`src/rtl/alu_pkg.sv`:
```
// Shared ALU definitions: the operation encoding, the command record and
// the legal-op test used by the issue stage and by the ALU itself.
package alu_pkg;

    localparam int ALU_W = 8;

    // One-hot-ish encodings inherited from the ALU; 000, 101 and 111 are unused.
    typedef enum bit [2:0] {
        ADD = 3'b100,
        SUB = 3'b010,
        AND = 3'b001,
        OR  = 3'b110,
        XOR = 3'b011
    } aluFun_t;

    typedef struct packed {
        logic [ALU_W-1:0] a;
        logic [ALU_W-1:0] b;
        aluFun_t          op;
    } alu_cmd_t;

    // True only for the five encodings the ALU implements.
    function automatic logic is_legal_op(input aluFun_t op);
        logic legal_v;
        case (op)
            ADD, SUB, AND, OR, XOR: legal_v = 1'b1;
            default:                legal_v = 1'b0;
        endcase
        return legal_v;
    endfunction

endpackage

```
`src/rtl/alu_cmd_issue_if.sv`:
```
// Bundle of the command, ALU-drive and response signals around the issue stage.
// master = environment side (upstream source, ALU, downstream sink),
// slave  = the issue stage itself.
interface alu_cmd_issue_if
    import alu_pkg::*;
#(
    parameter int W     = 8,
    parameter int DEPTH = 4
);
    localparam int CW = $clog2(DEPTH) + 1;

    logic          cmd_valid;
    logic          cmd_ready;
    logic [W-1:0]  cmd_a;
    logic [W-1:0]  cmd_b;
    logic [2:0]    cmd_op;      // raw bits: illegal encodings may arrive here
    logic [W-1:0]  alu_a;
    logic [W-1:0]  alu_b;
    aluFun_t       alu_op;
    logic [W-1:0]  alu_result;
    logic          rsp_valid;
    logic          rsp_ready;
    logic [W-1:0]  rsp_result;
    aluFun_t       rsp_op;
    logic          err_illegal;
    logic [CW-1:0] count;

    modport master (
        output cmd_valid, cmd_a, cmd_b, cmd_op, alu_result, rsp_ready,
        input  cmd_ready, alu_a, alu_b, alu_op, rsp_valid, rsp_result,
               rsp_op, err_illegal, count
    );

    modport slave (
        input  cmd_valid, cmd_a, cmd_b, cmd_op, alu_result, rsp_ready,
        output cmd_ready, alu_a, alu_b, alu_op, rsp_valid, rsp_result,
               rsp_op, err_illegal, count
    );

endinterface

```
`src/rtl/alu_cmd_fifo.sv`:
```
// Synchronous FIFO of ALU commands. Pointers wrap naturally at DEPTH (a power
// of two); the separate occupancy counter tells full from empty. A push while
// full or a pop while empty is ignored, so the caller's gating is not trusted.
module alu_cmd_fifo
    import alu_pkg::*;
#(
    parameter int  DEPTH   = 4,
    parameter type entry_t = alu_cmd_t
) (
    input  logic                       clock,
    input  logic                       reset,
    input  logic                       push,
    input  entry_t                     push_data,
    input  logic                       pop,
    output entry_t                     head,
    output logic [$clog2(DEPTH):0]     count
);
    localparam int PW = $clog2(DEPTH);
    localparam int CW = PW + 1;
    localparam logic [CW-1:0] DEPTH_C = CW'(DEPTH);

    entry_t          mem_r [DEPTH];
    logic [PW-1:0]   wr_ptr_r;
    logic [PW-1:0]   rd_ptr_r;
    logic [CW-1:0]   count_r;
    logic            push_ok_s;
    logic            pop_ok_s;

    // Qualify the requests against the current occupancy.
    always_comb begin
        push_ok_s = push && (count_r < DEPTH_C);
        pop_ok_s  = pop && (count_r != {CW{1'b0}});
    end

    // Storage, pointers and occupancy; push and pop in one cycle leave count unchanged.
    always_ff @(posedge clock or posedge reset) begin
        if (reset) begin
            for (int i = 0; i < DEPTH; i++) begin
                mem_r[i] <= '0;
            end
            wr_ptr_r <= {PW{1'b0}};
            rd_ptr_r <= {PW{1'b0}};
            count_r  <= {CW{1'b0}};
        end else begin
            if (push_ok_s) begin
                mem_r[wr_ptr_r] <= push_data;
                wr_ptr_r        <= wr_ptr_r + PW'(1);
            end
            if (pop_ok_s) begin
                rd_ptr_r <= rd_ptr_r + PW'(1);
            end
            case ({push_ok_s, pop_ok_s})
                2'b10:   count_r <= count_r + CW'(1);
                2'b01:   count_r <= count_r - CW'(1);
                default: count_r <= count_r;
            endcase
        end
    end

    // Present the oldest entry and the occupancy.
    always_comb begin
        head  = mem_r[rd_ptr_r];
        count = count_r;
    end

endmodule

```
`src/rtl/alu_cmd_issue.sv`:
```
// Command-issue stage in front of the combinational ALU: buffers accepted
// commands, drives the oldest one onto the ALU, captures the result into an
// output register and hands it downstream under valid/ready backpressure.
module alu_cmd_issue
    import alu_pkg::*;
#(
    parameter int W     = 8,
    parameter int DEPTH = 4
) (
    input  logic            clock,
    input  logic            reset,
    alu_cmd_issue_if.slave  bus
);
    localparam int CW = $clog2(DEPTH) + 1;
    localparam logic [CW-1:0] DEPTH_C = CW'(DEPTH);

    typedef struct packed {
        logic [W-1:0] a;
        logic [W-1:0] b;
        aluFun_t      op;
    } entry_t;

    entry_t         push_data_s;
    entry_t         head_s;
    logic [CW-1:0]  count_s;
    logic           cmd_ready_s;
    logic           op_legal_s;
    logic           cmd_fire_s;
    logic           push_s;
    logic           pop_s;
    logic           rsp_valid_r;
    logic [W-1:0]   rsp_result_r;
    aluFun_t        rsp_op_r;
    logic           err_illegal_r;

    // Handshake decode; readiness depends only on occupancy so a full FIFO
    // refuses even when the head is leaving in the same cycle.
    always_comb begin
        cmd_ready_s       = (count_s < DEPTH_C);
        op_legal_s        = is_legal_op(aluFun_t'(bus.cmd_op));
        cmd_fire_s        = bus.cmd_valid && cmd_ready_s;
        push_s            = cmd_fire_s && op_legal_s;
        pop_s             = (count_s != {CW{1'b0}}) && (!rsp_valid_r || bus.rsp_ready);
        push_data_s.a     = bus.cmd_a;
        push_data_s.b     = bus.cmd_b;
        push_data_s.op    = aluFun_t'(bus.cmd_op);
    end

    alu_cmd_fifo #(
        .DEPTH   (DEPTH),
        .entry_t (entry_t)
    ) u_fifo (
        .clock     (clock),
        .reset     (reset),
        .push      (push_s),
        .push_data (push_data_s),
        .pop       (pop_s),
        .head      (head_s),
        .count     (count_s)
    );

    // Feed the ALU from the FIFO head, or a harmless 0 + 0 when idle.
    always_comb begin
        if (count_s != {CW{1'b0}}) begin
            bus.alu_a  = head_s.a;
            bus.alu_b  = head_s.b;
            bus.alu_op = head_s.op;
        end else begin
            bus.alu_a  = {W{1'b0}};
            bus.alu_b  = {W{1'b0}};
            bus.alu_op = ADD;
        end
    end

    // Output register: capture on issue, drop valid once taken, hold while stalled.
    always_ff @(posedge clock or posedge reset) begin
        if (reset) begin
            rsp_valid_r  <= 1'b0;
            rsp_result_r <= {W{1'b0}};
            rsp_op_r     <= ADD;
        end else if (pop_s) begin
            rsp_valid_r  <= 1'b1;
            rsp_result_r <= bus.alu_result;
            rsp_op_r     <= head_s.op;
        end else if (bus.rsp_ready) begin
            rsp_valid_r  <= 1'b0;
            rsp_result_r <= rsp_result_r;
            rsp_op_r     <= rsp_op_r;
        end else begin
            rsp_valid_r  <= rsp_valid_r;
            rsp_result_r <= rsp_result_r;
            rsp_op_r     <= rsp_op_r;
        end
    end

    // Sticky flag for an accepted command carrying an unimplemented encoding.
    always_ff @(posedge clock or posedge reset) begin
        if (reset) begin
            err_illegal_r <= 1'b0;
        end else if (cmd_fire_s && !op_legal_s) begin
            err_illegal_r <= 1'b1;
        end else begin
            err_illegal_r <= err_illegal_r;
        end
    end

    // Drive the bus outputs.
    always_comb begin
        bus.cmd_ready   = cmd_ready_s;
        bus.rsp_valid   = rsp_valid_r;
        bus.rsp_result  = rsp_result_r;
        bus.rsp_op      = rsp_op_r;
        bus.err_illegal = err_illegal_r;
        bus.count       = count_s;
    end

endmodule

```
`src/flat_wrapper.sv`:
```
// flat-port wrapper written by rule: the top's interface ports become plain ports
module alu_cmd_issue_flat import alu_pkg::*;
#(
    parameter int W     = 8,
    parameter int DEPTH = 4
)
  (clock, reset, bus_cmd_valid, bus_cmd_a, bus_cmd_b, bus_cmd_op, bus_alu_result, bus_rsp_ready, bus_cmd_ready, bus_alu_a, bus_alu_b, bus_alu_op, bus_rsp_valid, bus_rsp_result, bus_rsp_op, bus_err_illegal, bus_count);
  alu_cmd_issue_if #(.W(W), .DEPTH(DEPTH)) bus_i ();
  input  logic clock;
  input  logic reset;
  input wire logic [$bits(bus_i.cmd_valid)-1:0] bus_cmd_valid;
  input wire logic [$bits(bus_i.cmd_a)-1:0] bus_cmd_a;
  input wire logic [$bits(bus_i.cmd_b)-1:0] bus_cmd_b;
  input wire logic [$bits(bus_i.cmd_op)-1:0] bus_cmd_op;
  input wire logic [$bits(bus_i.alu_result)-1:0] bus_alu_result;
  input wire logic [$bits(bus_i.rsp_ready)-1:0] bus_rsp_ready;
  output wire logic [$bits(bus_i.cmd_ready)-1:0] bus_cmd_ready;
  output wire logic [$bits(bus_i.alu_a)-1:0] bus_alu_a;
  output wire logic [$bits(bus_i.alu_b)-1:0] bus_alu_b;
  output wire logic [$bits(bus_i.alu_op)-1:0] bus_alu_op;
  output wire logic [$bits(bus_i.rsp_valid)-1:0] bus_rsp_valid;
  output wire logic [$bits(bus_i.rsp_result)-1:0] bus_rsp_result;
  output wire logic [$bits(bus_i.rsp_op)-1:0] bus_rsp_op;
  output wire logic [$bits(bus_i.err_illegal)-1:0] bus_err_illegal;
  output wire logic [$bits(bus_i.count)-1:0] bus_count;
  assign bus_i.cmd_valid = bus_cmd_valid;
  assign bus_i.cmd_a = bus_cmd_a;
  assign bus_i.cmd_b = bus_cmd_b;
  assign bus_i.cmd_op = bus_cmd_op;
  assign bus_i.alu_result = bus_alu_result;
  assign bus_i.rsp_ready = bus_rsp_ready;
  assign bus_cmd_ready = bus_i.cmd_ready;
  assign bus_alu_a = bus_i.alu_a;
  assign bus_alu_b = bus_i.alu_b;
  assign bus_alu_op = bus_i.alu_op;
  assign bus_rsp_valid = bus_i.rsp_valid;
  assign bus_rsp_result = bus_i.rsp_result;
  assign bus_rsp_op = bus_i.rsp_op;
  assign bus_err_illegal = bus_i.err_illegal;
  assign bus_count = bus_i.count;
  alu_cmd_issue #(.W(W), .DEPTH(DEPTH)) u_core (.clock(clock), .reset(reset), .bus(bus_i));
endmodule
```
`config.mk`:
```
export PLATFORM = sky130hd
export DESIGN_NAME = alu_cmd_issue_flat
export DESIGN_NICKNAME = d
export VERILOG_FILES = /design/src/rtl/alu_pkg.sv /design/src/rtl/alu_cmd_issue_if.sv /design/src/rtl/alu_cmd_fifo.sv /design/src/rtl/alu_cmd_issue.sv /design/src/flat_wrapper.sv
export SDC_FILE = /design/constraint.sdc
export NUM_CORES = 1
export LEC_CHECK = 0
export BUFFER_PORTS_ARGS = -buffer_cell sky130_fd_sc_hd__buf_4
export CAP_MARGIN = 20
export CORE_MARGIN = 3
export CORE_UTILIZATION = 52
export DETAILED_ROUTE_END_ITERATION = 12
export PLACE_DENSITY_LB_ADDON = 0.2
export SETUP_SLACK_MARGIN = 0.15
export SYNTH_ARGS = -nofsm -noshare
export SYNTH_HDL_FRONTEND = slang
export SYNTH_HIERARCHICAL = 1
export SYNTH_SLANG_ARGS = --single-unit
```
`constraint.sdc`:
```
create_clock -name clock -period 2.1 [get_ports clock]
set_input_delay 0.105 -clock clock [delete_from_list [all_inputs] [get_ports clock]]
set_output_delay 0.105 -clock clock [all_outputs]
set_load 0.02 [all_outputs]
```
==> results.sh, run 1 <==
export IMPL_cts_clk_slew_worst_paths_ns=0.08
export IMPL_p_int_mw=6.231
export IMPL_cp_num_cells=4
export IMPL_n_antenna_cell=0
export IMPL_root_buffer="clkbuf_8"
export IMPL_reg2reg_from="u_core/u_fifo/count[2]"
export IMPL_r2r_slack_ns=0.19
export IMPL_netlist_area_leader_share_pct=51.56
export IMPL_yosys_top_cells_count="dfrtp_1 (95), mux2_4 (49), mux2_2 (38), mux4_2 (19), nor2b_1 (17)"
export IMPL_setup_viol=0
export IMPL_grt_use_total_pct=19.07
export IMPL_crit_path_max_incr_delay_ns=0.50
export IMPL_postRouteAntennaNets=0
export IMPL_grt_setup_unrepaired="true"
export IMPL_ys_types=31
export IMPL_status="finished clean"
export IMPL_min_path_cells=2
export IMPL_die_width_microns=100.2
export IMPL_die_area_sq_um=10030
export IMPL_ys_top_cells_by_area="dfrtp_1 (52%), mux2_4 (16%), mux2_2 (9.3%), mux4_2 (9.3%), nor2b_1 (2.3%)"
export IMPL_synth_xor_area_share_pct=1.140
export IMPL_path_class="reg2out"
export IMPL_cp_startpoint="u_core/u_fifo/rd_ptr_r[0]"
export IMPL_drc_errors=0
export IMPL_vdd_drop_max_v=0.0009951
export IMPL_fp_row_count=33
export IMPL_fin_worst_skew_ns=0.008045
export IMPL_area_growth_pct=26.65
export IMPL_crit_path_end="bus_alu_a[7]"
export IMPL_max_clock_path_buffers=2
export IMPL_period_needed_ns=1.910
export IMPL_crit_slowest_cell="mux4_2"
export IMPL_ys_flop_type="dfrtp_1"
export IMPL_finalSetupTns_ns=0
export IMPL_cpLargestDelayFamily="multiplexers"
export IMPL_grt_pass1_vias=2831
export IMPL_crit_buf_inv=2
export IMPL_timing_rr_end="u_core/u_fifo/count[2]"
export IMPL_layout_drive_gt1_share_pct=59.59
export IMPL_grt_pass1_wl_microns=14880
export IMPL_drv_cap=0
export IMPL_cts_tree="done"
export IMPL_crit_fanout=6
export IMPL_fp_dieH_microns=100.2
export IMPL_arrival_ns=1.81
export IMPL_worstHoldStart="bus_cmd_a[7]"
export IMPL_fmax_mhz=523.4
export IMPL_power_density_nw_per_um2=1607
export IMPL_synth_edff_count=0
export IMPL_fillers=583
export IMPL_overflow=0
export IMPL_routabilityCongestion=0.7378
export IMPL_antenna_found_initial=0
export IMPL_ys_ff_latch=96
export IMPL_hold_viol_final=0
export IMPL_clk_latency_ns=0.35
export IMPL_drt_total_wl_microns=9072
export IMPL_startpoint_type="register"
export IMPL_postSynth_asyncResetShare_pct=100.0
export IMPL_viasPerCell=5.340
export IMPL_drtIter0Drc=88
export IMPL_critPathCaptureType="output port"
export IMPL_syn_avg_cell_area_sq_um=16.83
export IMPL_syn_nets=311
export IMPL_hpwl_microns=5677
export IMPL_coreArea_sq_um=8423
export IMPL_yosysSeqAreaShare_pct=52.13
export IMPL_num_vias=2622
export IMPL_synth_compound_area_share_pct=0.9769
export IMPL_syn_area_sq_um=4611
export IMPL_drv_slew=0
export IMPL_synthMuxAreaShare_pct=34.74
export IMPL_slew_headroom_pct=69.11
export IMPL_firstDrtPassIters=4
export IMPL_synth_top_family_by_area="multiplexers"
export IMPL_cts_sinks=96
export IMPL_portBuffers=66
export IMPL_initial_core_util_pct=54.74
export IMPL_rr_worst_depth=9
export IMPL_pwr_share_clk_pct=12.8
export IMPL_tightest_slew_ns=0.4633
export IMPL_yosys_area_top_type="dfrtp_1"
export IMPL_ys_warn_count=6
export IMPL_p_sw_share_pct=33.61
export IMPL_leakagePower_nw=2.818
export IMPL_ctsHtreeMaxLevel=3
export IMPL_synthSimpleGateAreaFrac_pct=5.265
export IMPL_fin_nets=418
export IMPL_wl_per_cell_microns=18.48
export IMPL_hold_path_class="in2reg"
export IMPL_yosys_area_share_adder_pct=1.791
export IMPL_fin_crit_sh_pct=90.97
export IMPL_synth_cells=274
export IMPL_grt_max_degree=37
export IMPL_p_seq_share_pct=34.6
export IMPL_power_total_mw=9.385
export IMPL_p_sw_mw=3.154
export IMPL_io_pins=67
export IMPL_pwr_share_comb_pct=52.6
export IMPL_numCtsBuffers=9
export IMPL_yosysMostFrequentCell="dfrtp_1"
export IMPL_crit_required_ns=2.00
export IMPL_path_cells="buf_12, mux4_2, nor2b_2, buf_6"
-- cell type report --
type,instances,area (sq um),area share [%]
Clock buffer,12,145.1,2.486
Clock inverter,4,53.80,0.9214
Inverter,11,45.04,0.7714
Multi-Input combinational cell,155,2091,35.80
Sequential cell,96,2409,41.25
Tap cell,105,131.4,2.250
Timing Repair Buffer,108,964.7,16.52
-- layer usage --
| layer | vias up | part of all wire [%] | GRT usage, % | wire length (microns) |
|---|---|---|---|---|
| met3 | 9 | 5.2 | 5.907 | 472 |
| met4 | 0 | 1.0 | 4.456 | 92 |
| met5 | - | 0 | 0 | 0 |
| li1 | 1194 | - | - | - |
| met1 | 1352 | 44 | 25.46 | 4032 |
| met2 | 67 | 49 | 30.84 | 4474 |
-- how the worst min path moves through the flow --
stage / slack (ns) / end
global placement: 0.03 / u_core/u_fifo/mem_r[0]
CTS: 0.001 / u_core/u_fifo/mem_r[23]
detailed placement: 0.02 / u_core/u_fifo/mem_r[0]
floorplan: -0.02 / u_core/bus.err_illegal
global route: 0.005 / u_core/u_fifo/mem_r[37]
finish: 0.02 / u_core/u_fifo/mem_r[56]
-- worst reg2reg max path: stages, from the launching register on --
cell     delay [ns]
dfrtp_2        0.46
nor3_4         0.05
a21oi_2        0.14
o31a_4         0.19
ha_4           0.13
inv_1          0.05
fa_2           0.33
xor2_1         0.15
nor2_1         0.16
xor2_1         0.17
-- placed cells by master (no fill, tap or decap), drive strengths merged --
master / count
a21o: 1
a21oi: 1
a31o: 1
and2b: 1
buf: 82
bufinv: 1
clkbuf: 13
clkinv: 1
clkinvlp: 3
dfrtp: 95
dfstp: 1
dlygate4sd3: 25
fa: 1
ha: 5
inv: 10
mux2: 87
mux2i: 1
mux4: 19
nand2: 6
nor2: 1
nor2b: 18
nor3: 2
nor3b: 1
o21ai: 2
o31a: 1
or2: 1
xnor2: 3
xor2: 3
-- metrics by stage --
step	cell area, sq um	hold slack (ns)	util [%]	cells	setup slack [ns]
2_1_floorplan	4647	-0.01876	-	274	0.07039
3_3_place_gp	5233	0.02581	62.12	443	0.2643
3_5_place_dp	5233	0.02130	62.12	443	0.2170
4_1_cts	5688	0.001130	67.53	485	0.1425
5_1_grt	5839	0.005158	69.33	491	0.1165
6_report	5839	0.02243	69.33	491	0.1896
-- sequential cells by signal, summed over array words and instances, names as in the netlist --
signal                  flops
u_core/bus.err_illegal      1
u_core/u_fifo/rd_ptr_r      2
u_core/bus.rsp_op           3
u_core/bus.rsp_valid        1
u_core/u_fifo/mem_r        76
u_core/u_fifo/wr_ptr_r      2
u_core/u_fifo/count         3
u_core/bus.rsp_result       8
-- what timing repair did --
| action | in CTS | in global routing |
|---|---|---|
| hold endpoints to repair | 145 | 1 |
| setup endpoints to repair | 12 | 15 |
| cloned | 0 | 1 |
| hold buffers | 24 | 1 |
| setup buffers | 2 | 4 |
| resized for setup | 1 | 25 |
-- power groups by stage --
stage / sequential, mW / clock [mW] / combinational, mW
floorplan: 3.26 / 0 / 3.12
global placement: 3.23 / 0 / 4.41
detailed placement: 3.27 / 0 / 4.49
CTS: 3.23 / 1.25 / 4.60
global route: 3.35 / 1.33 / 5.27
finish: 3.24 / 1.20 / 4.94
-- cell families after synthesis --
kind of cell,Yosys count
multiplexers,107
flip-flops,96
AND/OR/NAND/NOR,30
buffers and inverters,23
AO/OA/AOI/OAI,6
XOR/XNOR,6
adder cells (fa/ha/maj),6
Note: power is estimated with default switching activity, not from simulation.
==> run 2, diff against run 1 <==
--- a/config.mk
+++ b/config.mk
@@ -9,3 +9,3 @@
 export CAP_MARGIN = 20
-export CORE_MARGIN = 3
+export CORE_MARGIN = 2
 export CORE_UTILIZATION = 52
==> constraint.sdc (replaced) <==
create_clock -name clock -period 2.1 [get_ports clock]
set_input_delay 0.63 -clock clock [delete_from_list [all_inputs] [get_ports clock]]
set_output_delay 0.63 -clock clock [all_outputs]
set_load 0.02 [all_outputs]
==> results.sh, run 2 (same netlist as run 1, synthesis figures left out) <==
export IMPL_status="complete, but fails checks"
export IMPL_violations="setup timing"
export IMPL_setup_viol=19
export IMPL_pwr_share_comb_pct=52.5
export IMPL_seqCellArea_sq_um=2409
export IMPL_cts_tree="done"
export IMPL_viasPerCell=5.286
export IMPL_p_seq_share_pct=34.1
export IMPL_leakagePower_nw=2.772
export IMPL_crit_buf_inv=2
export IMPL_grt_max_degree=53
export IMPL_fin_nets=399
export IMPL_drv_slew=0
export IMPL_fmax_mhz=416.8
export IMPL_postRouteAntennaNets=0
export IMPL_post_route_util_pct=65.64
export IMPL_drt_total_wl_microns=8639
export IMPL_drc_errors=0
export IMPL_dpl_cell_area_sq_um=5315
export IMPL_path_cells="buf_12, mux4_2, and2b_1, buf_6"
export IMPL_initial_core_util_pct=53.13
export IMPL_grt_pass1_wl_microns=14860
export IMPL_path_class="reg2out"
export IMPL_die_width_microns=98.17
export IMPL_cts_clk_slew_worst_paths_ns=0.09
export IMPL_final_cell_mix="dfrtp_1 (91), buf_4 (71), mux2_4 (49)"
export IMPL_tightest_slew_ns=0.5053
export IMPL_p_sw_mw=3.141
export IMPL_mostFrequentLayoutCell="dfrtp_1"
export IMPL_num_vias=2511
export IMPL_hold_viol_final=0
export IMPL_firstDrtPassIters=4
export IMPL_hold_path_class="in2async"
export IMPL_crit_required_ns=1.47
export IMPL_crit_path_max_incr_delay_ns=0.50
export IMPL_portBuffers=66
export IMPL_fin_cells=475
export IMPL_design_area_sq_um=5697
export IMPL_drtIter0Drc=68
export IMPL_drv_cap=0
export IMPL_max_clock_path_buffers=2
export IMPL_regMostFlops="u_core/u_fifo/mem_r"
export IMPL_p_sw_share_pct=33.11
export IMPL_startpoint_type="register"
export IMPL_largest_reg_flops=76
export IMPL_root_buffer="clkbuf_8"
export IMPL_vdd_drop_max_v=0.0008468
export IMPL_fp_dieH_microns=98.17
export IMPL_grt_pass1_vias=2798
export IMPL_grt_use_total_pct=19.69
export IMPL_overflow=0
export IMPL_numCtsBuffers=9
export IMPL_crit_path_end="bus_alu_b[3]"
export IMPL_critPathCaptureType="output port"
export IMPL_multi_input_area_sq_um=2123
export IMPL_place_inst=455
export IMPL_io_pins=67
export IMPL_grt_setup_unrepaired="true"
export IMPL_coreArea_sq_um=8678
export IMPL_fillers=634
export IMPL_fp_row_count=34
export IMPL_hpwl_microns=5730
export IMPL_crit_slowest_cell="mux4_2"
export IMPL_wl_per_cell_microns=18.19
export IMPL_ctsHtreeMaxLevel=3
export IMPL_postCtsHoldBufs=0
export IMPL_cp_num_cells=4
export IMPL_cp_startpoint="u_core/u_fifo/rd_ptr_r[0]"
export IMPL_fin_crit_sh_pct=114.2
export IMPL_pwr_share_clk_pct=13.5
export IMPL_finalSetupTns_ns=-5.141
export IMPL_cts_sinks=96
export IMPL_rr_worst_depth=10
export IMPL_setup_ws_ns=-0.2992
export IMPL_r2r_slack_ns=0.22
export IMPL_period_needed_ns=2.399
export IMPL_slew_headroom_pct=66.27
export IMPL_p_int_mw=6.347
export IMPL_cpLargestDelayFamily="multiplexers"
export IMPL_power_density_nw_per_um2=1666
export IMPL_arrival_ns=1.77
export IMPL_n_antenna_cell=0
export IMPL_layout_drive_gt1_share_pct=65.67
export IMPL_crit_fanout=10
export IMPL_timing_rr_end="u_core/u_fifo/count[2]"
export IMPL_clk_latency_ns=0.35
export IMPL_routabilityCongestion=0.7205
export IMPL_reg2reg_from="u_core/u_fifo/count[2]"
export IMPL_antenna_found_initial=0
export IMPL_fin_worst_skew_ns=0.008495
export IMPL_die_area_sq_um=9636
export IMPL_area_growth_pct=23.55
run 2: cell count changes in the layout (fill, tap and decap cells not counted), moves of 2 or more:
| cell | before | now |
|---|---|---|
| buf_4 | 67 | 71 |
| clkbuf_1 | 2 | 0 |
| clkbuf_8 | 10 | 12 |
| dlygate4sd3_1 | 25 | 0 |
| inv_1 | 10 | 8 |
| nor2b_2 | 7 | 0 |
| nor2b_4 | 3 | 9 |
run 2: power by group through the flow:
stage / combinational [mW] / sequential, mW / clock [mW]
floorplan: 3.15 / 3.24 / 0
global placement: 4.54 / 3.21 / 0
detailed placement: 4.61 / 3.25 / 0
CTS: 4.79 / 3.23 / 1.33
global route: 5.33 / 3.35 / 1.41
finish: 4.98 / 3.23 / 1.28
run 2: what timing repair did:
action,4_1_cts,5_1_grt
endpoints found under the setup margin,31,97
endpoints found under the hold margin,0,0
resized for setup,11,23
pin swaps,0,1
setup buffers,3,1
run 2: per-stage QoR:
| step | total power, mW | hold WS [ns] | setup WS (ns) |
|---|---|---|---|
| floorplan | 6.397 | 0.4738 | -0.1896 |
| global placement | 7.748 | 0.4610 | -0.1984 |
| detailed placement | 7.858 | 0.4663 | -0.2074 |
| CTS | 9.351 | 0.3172 | -0.3289 |
| global route | 10.08 | 0.3390 | -0.3746 |
| finish | 9.489 | 0.3157 | -0.2992 |
run 2: worst min path at each step:
| stage | from | end | cells past startpoint |
|---|---|---|---|
| finish | reset | u_core/bus.rsp_result[7] | 2 |
| global route | reset | u_core/bus.rsp_result[7] | 2 |
| CTS | reset | u_core/bus.rsp_op[0] | 2 |
| detailed placement | u_core/bus.err_illegal | u_core/bus.err_illegal | 1 |
| global placement | u_core/bus.err_illegal | u_core/bus.err_illegal | 1 |
| floorplan | u_core/u_fifo/mem_r[29] | u_core/u_fifo/mem_r[29] | 1 |
run 2: area by class of cell:
class / instances / area share (%)
well taps: 108 / 2.372
clock inverters: 4 / 0.9005
multi-input cells: 155 / 37.27
flip-flops and latches: 96 / 42.28
repair buffers: 89 / 13.44
clock buffers: 12 / 2.899
inverters: 11 / 0.8346
run 2: per-layer routing:
layer | GRT usage, % | wire length, microns | vias up
li1 | - | - | 1156
met1 | 29.22 | 4130 | 1293
met2 | 29.72 | 4093 | 54
met3 | 3.722 | 314 | 8
met4 | 6.322 | 100 | 0
met5 | 0 | 0 | -
==> run 3, diff against run 2 <==
Settings changed: RECOVER_POWER set to 100.
==> results.sh, run 3 (same netlist as run 1, synthesis figures left out) <==
export IMPL_cts_tree="done"
export IMPL_root_buffer="clkbuf_8"
export IMPL_wl_per_cell_microns=18.18
export IMPL_path_cells="buf_12, mux4_2, and2b_1, buf_6"
export IMPL_crit_buf_inv=2
export IMPL_arrival_ns=1.77
export IMPL_fp_row_count=34
export IMPL_fin_nets=399
export IMPL_cts_clk_slew_worst_paths_ns=0.09
export IMPL_die_area_sq_um=9636
export IMPL_setup_viol=19
export IMPL_n_antenna_cell=0
export IMPL_path_class="reg2out"
export IMPL_drc_errors=0
export IMPL_p_int_mw=6.343
export IMPL_clk_latency_ns=0.35
export IMPL_grt_use_total_pct=19.69
export IMPL_status="complete, but fails checks"
export IMPL_crit_fanout=10
export IMPL_violations="setup timing"
export IMPL_die_width_microns=98.17
export IMPL_drv_slew=0
export IMPL_hold_path_class="in2async"
export IMPL_fp_dieH_microns=98.17
export IMPL_slew_headroom_pct=13.51
export IMPL_drv_cap=0
export IMPL_pwr_share_comb_pct=52.4
export IMPL_crit_required_ns=1.47
export IMPL_routabilityCongestion=0.7205
export IMPL_setup_ws_ns=-0.2962
export IMPL_initial_core_util_pct=53.13
export IMPL_max_clock_path_buffers=2
export IMPL_grt_pass1_wl_microns=14860
export IMPL_antenna_found_initial=0
export IMPL_critPathCaptureType="output port"
export IMPL_postCtsHoldBufs=0
export IMPL_fillers=637
export IMPL_leakagePower_nw=2.759
export IMPL_layout_drive_gt1_share_pct=65.12
export IMPL_drt_total_wl_microns=8636
export IMPL_firstDrtPassIters=4
export IMPL_grt_max_degree=53
export IMPL_num_vias=2522
export IMPL_fin_worst_skew_ns=0.009892
export IMPL_grt_pass1_vias=2798
export IMPL_crit_path_max_incr_delay_ns=0.50
export IMPL_tightest_slew_ns=1.297
export IMPL_power_density_nw_per_um2=1673
export IMPL_fmax_mhz=417.3
export IMPL_dpl_cell_area_sq_um=5315
export IMPL_postRouteAntennaNets=0
export IMPL_cpLargestDelayFamily="multiplexers"
export IMPL_vdd_drop_max_v=0.0008467
export IMPL_fin_crit_sh_pct=114.1
export IMPL_startpoint_type="register"
export IMPL_coreArea_sq_um=8678
export IMPL_p_sw_share_pct=33.13
export IMPL_numCtsBuffers=9
export IMPL_viasPerCell=5.309
export IMPL_hpwl_microns=5730
export IMPL_drtIter0Drc=69
export IMPL_area_growth_pct=22.96
export IMPL_final_cell_mix="dfrtp_1 (91), buf_4 (68), mux2_4 (49)"
export IMPL_overflow=0
export IMPL_p_sw_mw=3.143
export IMPL_period_needed_ns=2.396
export IMPL_p_seq_share_pct=34.1
export IMPL_crit_slowest_cell="mux4_2"
export IMPL_cts_sinks=96
export IMPL_io_pins=67
export IMPL_design_area_sq_um=5669
export IMPL_portBuffers=66
export IMPL_regMostFlops="u_core/u_fifo/mem_r"
export IMPL_place_inst=455
export IMPL_grt_setup_unrepaired="true"
export IMPL_hold_viol_final=0
export IMPL_fin_cells=475
export IMPL_ctsHtreeMaxLevel=3
export IMPL_largest_reg_flops=76
export IMPL_pwr_share_clk_pct=13.5
export IMPL_mostFrequentLayoutCell="dfrtp_1"
[run 3: cell types whose count changed in the layout (fill, tap and decap cells not counted), sizes merged]
cell / delta
buf: -4
clkbuf: +4
[run 3: stage by stage]
| stage | hold WS [ns] | power [mW] | setup TNS, ns | util [%] | worst slack [ns] |
|---|---|---|---|---|---|
| CTS | 0.3172 | 9.351 | -5.677 | 64.53 | -0.3289 |
| finish | 0.2888 | 9.486 | -5.136 | 65.33 | -0.2962 |
| global placement | 0.4610 | 7.748 | -13.85 | 61.25 | -0.1984 |
| global route | 0.3203 | 10.08 | -6.515 | 65.33 | -0.3746 |
| floorplan | 0.4738 | 6.397 | -0.2762 | - | -0.1896 |
| detailed placement | 0.4663 | 7.858 | -14.01 | 61.25 | -0.2074 |
[run 3: what timing repair did]
| action | in CTS | in global routing |
|---|---|---|
| setup buffers | 3 | 1 |
| endpoints found under the setup margin | 31 | 97 |
| resized for setup | 11 | 23 |
| pin swaps | 0 | 1 |
[run 3: power groups by stage]
stage                     logic [mW]  clock network (mW)  registers, mW
after global placement          4.54                   0           3.21
after floorplan                 3.15                   0           3.24
after detailed placement        4.61                   0           3.25
final                           4.98                1.28           3.23
after global routing            5.32                1.41           3.35
after CTS                       4.79                1.33           3.23
[run 3: final cells by class]
class / count / area (sq um) / area share (%)
flip-flops and latches: 96 / 2409 / 42.49
clock buffers: 12 / 165.2 / 2.913
repair buffers: 89 / 740.7 / 13.07
well taps: 108 / 135.1 / 2.384
multi-input cells: 155 / 2123 / 37.45
clock inverters: 4 / 51.30 / 0.9049
inverters: 11 / 45.04 / 0.7945
[run 3: worst reg2reg max path, cell delays in order (launching register included)]
cell	delay, ns
dfrtp_2	0.45
buf_4	0.17
nor3b_2	0.16
nor2b_4	0.21
inv_4	0.05
ha_4	0.15
inv_2	0.05
fa_2	0.19
xor2_1	0.14
nor2_1	0.07
xor2_1	0.13
[run 3: final timing paths]
check,to,depth (start not counted),startpoint,slack (ns)
setup / recovery,bus_alu_b[3],4,u_core/u_fifo/rd_ptr_r[0],-0.30
hold / removal,u_core/bus.rsp_result[7],2,reset,0.29
setup reg to reg,u_core/u_fifo/count[2],10,u_core/u_fifo/count[2],0.22
hold reg to reg,u_core/bus.err_illegal,1,u_core/bus.err_illegal,0.48
max in group asynchronous,u_core/u_fifo/rd_ptr_r[0],3,reset,0.49
min in group clock,u_core/bus.rsp_valid,2,bus_rsp_ready,0.45
[run 3: metal layers]
metal / part of all wire, % / track usage [%] / up-vias
met4: 1.2 / 6.322 / 0
li1: - / - / 1156
met3: 3.7 / 3.722 / 8
met5: 0 / 0 / -
met1: 47 / 29.22 / 1304
met2: 48 / 29.72 / 54
